==> config.mk <==
export PLATFORM = sky130hd
export DESIGN_NAME = sigma_delta_cic_decimator
export DESIGN_NICKNAME = d
export VERILOG_FILES = /design/src/rtl/sigma_delta_cic_decimator.sv
export SDC_FILE = /design/constraint.sdc
export NUM_CORES = 1
export LEC_CHECK = 0
export ABC_AREA = 1
export CAP_MARGIN = 40
export CELL_PAD_IN_SITES_DETAIL_PLACEMENT = 1
export CELL_PAD_IN_SITES_GLOBAL_PLACEMENT = 1
export CORE_ASPECT_RATIO = 0.75
export CORE_UTILIZATION = 43
export DETAILED_ROUTE_END_ITERATION = 8
export PLACE_DENSITY = 0.78
export SKIP_CTS_REPAIR_TIMING = 1
export SLEW_MARGIN = 20
export SYNTH_ARGS = -nofsm -noshare
export SYNTH_HDL_FRONTEND = slang
export SYNTH_SLANG_ARGS = --single-unit
export TNS_END_PERCENT = 20
==> constraint.sdc <==
create_clock -name clk -period 4.78 [get_ports clk]
set_input_delay 0.956 -clock clk [delete_from_list [all_inputs] [get_ports clk]]
set_output_delay 0.956 -clock clk [all_outputs]
set_load 0.03 [all_outputs]
==> src/rtl/sigma_delta_cic_decimator.sv <==
// Sinc^N (CIC) decimator for a 1-bit sigma-delta bitstream.
// ORDER integrators run at the bitstream rate, gated by 'en'. A counter
// raises a decimation event once every 2^LOG2_RATE accepted bits. On that
// event, ORDER comb stages take differences of the last integrator across
// frames. The comb result is scaled and clamped to OUT_WIDTH bits, then
// registered together with a one-cycle valid pulse.
// Internal arithmetic is K+2 bits wide and wraps on overflow. The CIC
// response stays bounded, so wrap-around inside the chain cancels out at
// the comb output.

module sigma_delta_cic_decimator #(
    parameter int unsigned ORDER     = 3,
    parameter int unsigned LOG2_RATE = 6,
    parameter int unsigned OUT_WIDTH = 16
) (
    input  logic                 clk,
    input  logic                 rst_n,
    input  logic                 en,
    input  logic                 in,
    output logic [OUT_WIDTH-1:0] out,
    output logic                 outValid,
    output logic                 sat
);

    // Bit growth of a sinc^N filter with ratio 2^LOG2_RATE.
    localparam int unsigned K     = ORDER * LOG2_RATE;
    // One bit covers +2^K and one more bit gives wrap headroom.
    localparam int unsigned W     = K + 2;
    // Drop LSBs so that +/-2^K maps onto the OUT_WIDTH-bit range.
    localparam int unsigned SHIFT = K + 1 - OUT_WIDTH;

    // Largest positive output, held in the internal width for comparison.
    localparam logic signed [W-1:0] OUT_MAX =
        {{(W - OUT_WIDTH + 1){1'b0}}, {(OUT_WIDTH - 1){1'b1}}};

    // ------------------------------------------------------------------
    // State
    // ------------------------------------------------------------------
    logic [W-1:0]         integ_q [ORDER];
    logic [W-1:0]         integ_d [ORDER];
    logic [W-1:0]         dly_q   [ORDER];
    logic [W-1:0]         dly_d   [ORDER];
    logic [LOG2_RATE-1:0] cnt_q;
    logic [LOG2_RATE-1:0] cnt_d;
    logic [OUT_WIDTH-1:0] out_q;
    logic [OUT_WIDTH-1:0] out_d;
    logic                 out_valid_q;
    logic                 out_valid_d;
    logic                 sat_q;
    logic                 sat_d;

    // ------------------------------------------------------------------
    // Combinational helpers
    // ------------------------------------------------------------------
    logic [W-1:0]        x_ext;
    logic                dec_evt;
    logic [W-1:0]        stage_in [ORDER];
    logic [W-1:0]        comb_out;
    logic signed [W-1:0] scaled;
    logic                clamp;

    // Map the bitstream bit to +1 / -1 in the internal width.
    always_comb begin
        x_ext = in ? W'(1) : '1;
    end

    // A frame ends on the accepted bit that finds the counter at R-1.
    always_comb begin
        dec_evt = en && (cnt_q == '1);
    end

    // Count accepted bits. R is a power of two, so the wrap is implicit.
    always_comb begin
        cnt_d = cnt_q;
        if (en) begin
            cnt_d = cnt_q + LOG2_RATE'(1);
        end
    end

    // Cascade the integrators. Every stage adds the previous stage's old value.
    always_comb begin
        for (int k = 0; k < ORDER; k++) begin
            integ_d[k] = integ_q[k];
        end
        if (en) begin
            integ_d[0] = integ_q[0] + x_ext;
            for (int k = 1; k < ORDER; k++) begin
                integ_d[k] = integ_q[k] + integ_q[k-1];
            end
        end
    end

    // Build the comb chain as a combinational ripple from the last integrator.
    always_comb begin
        logic [W-1:0] acc;
        acc = integ_q[ORDER-1];
        for (int k = 0; k < ORDER; k++) begin
            stage_in[k] = acc;
            acc         = acc - dly_q[k];
        end
        comb_out = acc;
    end

    // On a decimation event, capture each comb stage's input as its new delay.
    always_comb begin
        for (int k = 0; k < ORDER; k++) begin
            dly_d[k] = dec_evt ? stage_in[k] : dly_q[k];
        end
    end

    // Scale with flooring and clamp. Only the +2^K extreme can overflow.
    always_comb begin
        scaled = $signed(comb_out) >>> SHIFT;
        clamp  = (scaled > OUT_MAX);
    end

    // Output registers update only on a decimation event; otherwise they hold.
    always_comb begin
        out_valid_d = dec_evt;
        out_d       = out_q;
        sat_d       = sat_q;
        if (dec_evt) begin
            if (clamp) begin
                out_d = OUT_MAX[OUT_WIDTH-1:0];
                sat_d = 1'b1;
            end else begin
                out_d = scaled[OUT_WIDTH-1:0];
                sat_d = 1'b0;
            end
        end
    end

    // Hold all state in registers. An asynchronous reset drops any partial frame.
    always_ff @(posedge clk or negedge rst_n) begin
        if (!rst_n) begin
            for (int k = 0; k < ORDER; k++) begin
                integ_q[k] <= '0;
                dly_q[k]   <= '0;
            end
            cnt_q       <= '0;
            out_q       <= '0;
            out_valid_q <= 1'b0;
            sat_q       <= 1'b0;
        end else begin
            for (int k = 0; k < ORDER; k++) begin
                integ_q[k] <= integ_d[k];
                dly_q[k]   <= dly_d[k];
            end
            cnt_q       <= cnt_d;
            out_q       <= out_d;
            out_valid_q <= out_valid_d;
            sat_q       <= sat_d;
        end
    end

    assign out      = out_q;
    assign outValid = out_valid_q;
    assign sat      = sat_q;

endmodule

# Yosys cells after proc, flatten, opt, wreduce, memory -nomap -nowiden
# Index checks and enable logic that the tools add are counted.
# word_totals
regBits	144
output_inout_bits	18
wordCells	23
# classes
n_addsub	7
order_cmp	1
eq_ne	1
muxes	3
reduce_logical	1
# ops
operator	count
$add A20 B20 Y20	3
$sub A20 B20 Y20	3
$mux W20	1
$gt A17 B16 Y1 const B	1
$mux W16	1
$add A6 B1 Y6 const B	1
$eq A6 B6 Y1 const B	1
$logic_and A1 B1 Y1	1
$mux W1	1

# Longest topological paths before layout
# depth
ltp_word	5
mapped_depth	35

# Worst setup path before layout
# No wires, ideal clock.
# synth_timing
kind	register to register
from	reg integ_q[2] (netlist bit)
to	reg out_q[10] (netlist: out[10])
setup_time_ns	0.074
t_arrival_ns	4.768
required_time_ns	4.706
setup_slack_ns	-0.061
path_stages_with_launch	32
path_buffers	1
synth_period_minus_slack_ns	4.841
cell_sequence	dfrtp_1 > ha_1 > a21oi_1 > nand2_2 > a21oi_1 > o21ai_1 > a21oi_1 > xnor2_1 > ha_1 > nand2_1 > nor4_1 > a21oi_1 > o21ai_0 > nand2_1 > nand2_1 > nand2_1 > and2_1 > ha_1 > a21o_1 > o21bai_1 > inv_1 > nor2_1 > nor2_1 > nand3_1 > nand2_1 > nand2_1 > inv_1 > nand3_2 > nand2_2 > nand2_4 > buf_12 > a21oi_4
# synth_rtl
element	line_no	text
start: declaration	39	logic [W-1:0] integ_q [ORDER];
start signal: indexed assignment	146	integ_q[k] <= integ_d[k];
end signal: assignment	150	out_q <= out_d;
end: declaration	45	logic [OUT_WIDTH-1:0] out_q;

==> impl_metrics.ini <==
[outcome]
run_status = finished, violations left
failed_checks = negative setup slack

[floorplanning]
die_y_um = 142.4
start_util_pct = 44.57
num_io_pins = 22
rows = 50
dieWidth_um = 189.1
dieArea_sq_um = 26920
core_area_sq_um = 25340

[synth]
synth_area_sq_um = 11290
ys_seq_area_share_pct = 31.91
yosysUniqueCellTypes = 46
postSynthCellCount = 1508
synth_edf_count = 0
syn_nets = 1630
async_flop_share_pct = 100.0
ys_ff_latch = 144
yosys_warnings = 0
avgSynthCellArea_sq_um = 7.489
ys.flop_type = dfrtp_1

[timing]
rsz0062_at_grt = true
worst_slew_pin_slew_ps = 766.6
timing.final.crit_period_ps = 5061
hold_violations = 0
post-route-period-util_pct = 105.9
setup_ws_ps = -281.2
report.final.slew_viol_count = 0
skew_ps = 8.935
maxSlewHeadroom_pct = 48.89
setup_violations = 17
clock.fmax_mhz = 197.6

[worst_setup_path]
path_max_fanout = 7
startpoint = integ_q[2]
reg2reg_depth = 29
critical_path_class = reg -> reg
cpPeakStageDelay_ps = 420
arrival_ps = 5440
rr_startpoint = integ_q[2]
critPathRequiredTime_ps = 5160
crit_path_start_kind = flop
critPathCaptureType = flop
rr_endpoint = out[14]
critical-path-slowest-cell = dfrtp_1
reg2reg_slack_ps = -280

[clock_network]
clk_path_buf_depth = 2
cts_max_level = 4
cts_tree = done
cts.clk_slew.worst_paths_ps = 60
cts.sinks = 144
cts_root_buf = clkbuf_16
numCtsBuffers = 17
insertion_delay_ps = 450

[drt]
viasPerCell = 5.583
drtIter0Drc = 771
vias = 11380
dr.pass1.iters = 4
post_drt_wl_per_cell_um = 19.73
route.final.wire_length_um = 40230
final_antenna_net_count = 0
post-route-drc-count = 0

[grt]
antenna_found_initial = 0
grt_pass1_vias = 11220
grt_max_degree = 74
grt_usage_pct = 28.88
grt_overflow_total = 0
grt_pass1_wl_um = 60710

[layout]
antenna_cells = 0
final_area_sq_um = 14400
utilization_pct = 56.83
drive_gt1_share_pct = 21.63
nets = 1810
syn_to_final_growth_pct = 27.51

[placement]
dpl_cell_area_sq_um = 13010
post-place-ws_ps = -461.4
portBuffers = 21
hpwl_um = 29520
gp_congestion = 0.9094

[run]
max_cap_viol_count = 0

[worst_hold_path]
min-delay-path-class = in -> async
logic make-up (layout without fill, tap and decap cells):
| family | Yosys count | after routing | share of synthesized area [%] |
|---|---|---|---|
| xor+xnor | 81 | 81 | 6.448 |
| buf+inv | 196 | 389 | 6.659 |
| flops | 144 | 144 | 31.91 |
| simple gates | 608 | 608 | 23.35 |
| compound gates | 361 | 361 | 18.23 |
| fa+ha+maj | 118 | 118 | 13.41 |
placed cells by master (no fill, tap or decap), types with 5 or more instances in the layout:
| cell | instances |
|---|---|
| clkbuf_16 | 17 |
| nand3_1 | 67 |
| ha_2 | 5 |
| nand2_2 | 18 |
| clkinvlp_4 | 6 |
| o211ai_1 | 5 |
| xnor2_1 | 26 |
| o21a_1 | 5 |
| o21bai_1 | 8 |
| buf_4 | 164 |
| nand4_1 | 21 |
| nor2_1 | 101 |
| o31ai_1 | 9 |
| ha_1 | 93 |
| a21oi_1 | 104 |
| nor3_1 | 8 |
| ha_4 | 15 |
| a31oi_1 | 14 |
| a21oi_4 | 14 |
| a21o_1 | 7 |
| o21ai_2 | 7 |
| nand2_1 | 335 |
| a21oi_2 | 29 |
| o21ai_0 | 142 |
| or2_2 | 9 |
| xor2_2 | 8 |
| inv_1 | 150 |
| inv_2 | 16 |
| nand3_2 | 12 |
| clkdlybuf4s50_1 | 20 |
| o21ai_1 | 8 |
| xor2_1 | 42 |
| dfrtp_1 | 143 |
| nor2_2 | 6 |
Yosys cell counts, drive strengths merged (6+ instances only):
| library cell | n | area share, % |
|---|---|---|
| nand4 | 22 | 1.3 |
| nor2 | 113 | 4.1 |
| o31ai | 10 | 0.66 |
| xnor2 | 30 | 2.3 |
| nand2 | 354 | 12 |
| nor3 | 11 | 0.49 |
| a21oi | 147 | 7.6 |
| o21bai | 8 | 0.53 |
| clkbuf | 19 | 0.63 |
| buf | 11 | 0.51 |
| inv | 166 | 5.5 |
| dfrtp | 144 | 32 |
| nand3 | 80 | 3.8 |
| or2 | 9 | 0.50 |
| xor2 | 51 | 4.1 |
| a21o | 7 | 0.47 |
| nor4 | 6 | 0.33 |
| a31oi | 14 | 0.78 |
| ha | 113 | 13 |
| o21ai | 157 | 7.0 |
layer usage:
layer  global-route usage (%)  share of wire, %
met1                    45.58                51
met3                    5.128               5.2
met4                    5.772               1.1
met2                    40.23                42
met5                        0                 0
worst max-delay path, delay by kind of cell (launching register included):
family          cells  cell delay (ps)
compound gates      7             1110
simple gates       12             1260
fa+ha+maj           3             1020
xor+xnor            2              580
flops               1              420
buf+inv             5              600
registers in the layout, indices dropped and copies added (netlist names):
register and count:
dly_q 60, outValid 1, out 16, integ_q 60, cnt_q 6, sat 1
stage by stage:
step | hold slack (ps) | cells | setup TNS [ps]
after detailed placement | 474.3 | 1989 | -7137
after global placement | 465.4 | 1987 | -1699
after CTS | 440.4 | 2021 | -8694
after global routing | 460.5 | 2039 | -7432
final | 431.2 | 2039 | -3956
after floorplan | 445.7 | 1508 | 0
final cells by class:
cell class,instances,area (sq um)
clock inverter,11,131.4
sequential,144,3605
fill,3145,10940
tap,338,422.9
timing repair buffer,191,1560
clock buffer,21,470.5
inverter,166,623.1
multi-input combinational,1168,7587
how the worst max path moves through the flow:
stage,to,slack (ps)
2_1_floorplan,out[10],10
3_3_place_gp,sat,-130
3_5_place_dp,out[2],-460
4_1_cts,out[2],-550
5_1_grt,out[14],-480
6_report,out[14],-280
Power is not shown: default switching activity piles up to over one toggle a cycle in this logic, so the estimate is an artifact.
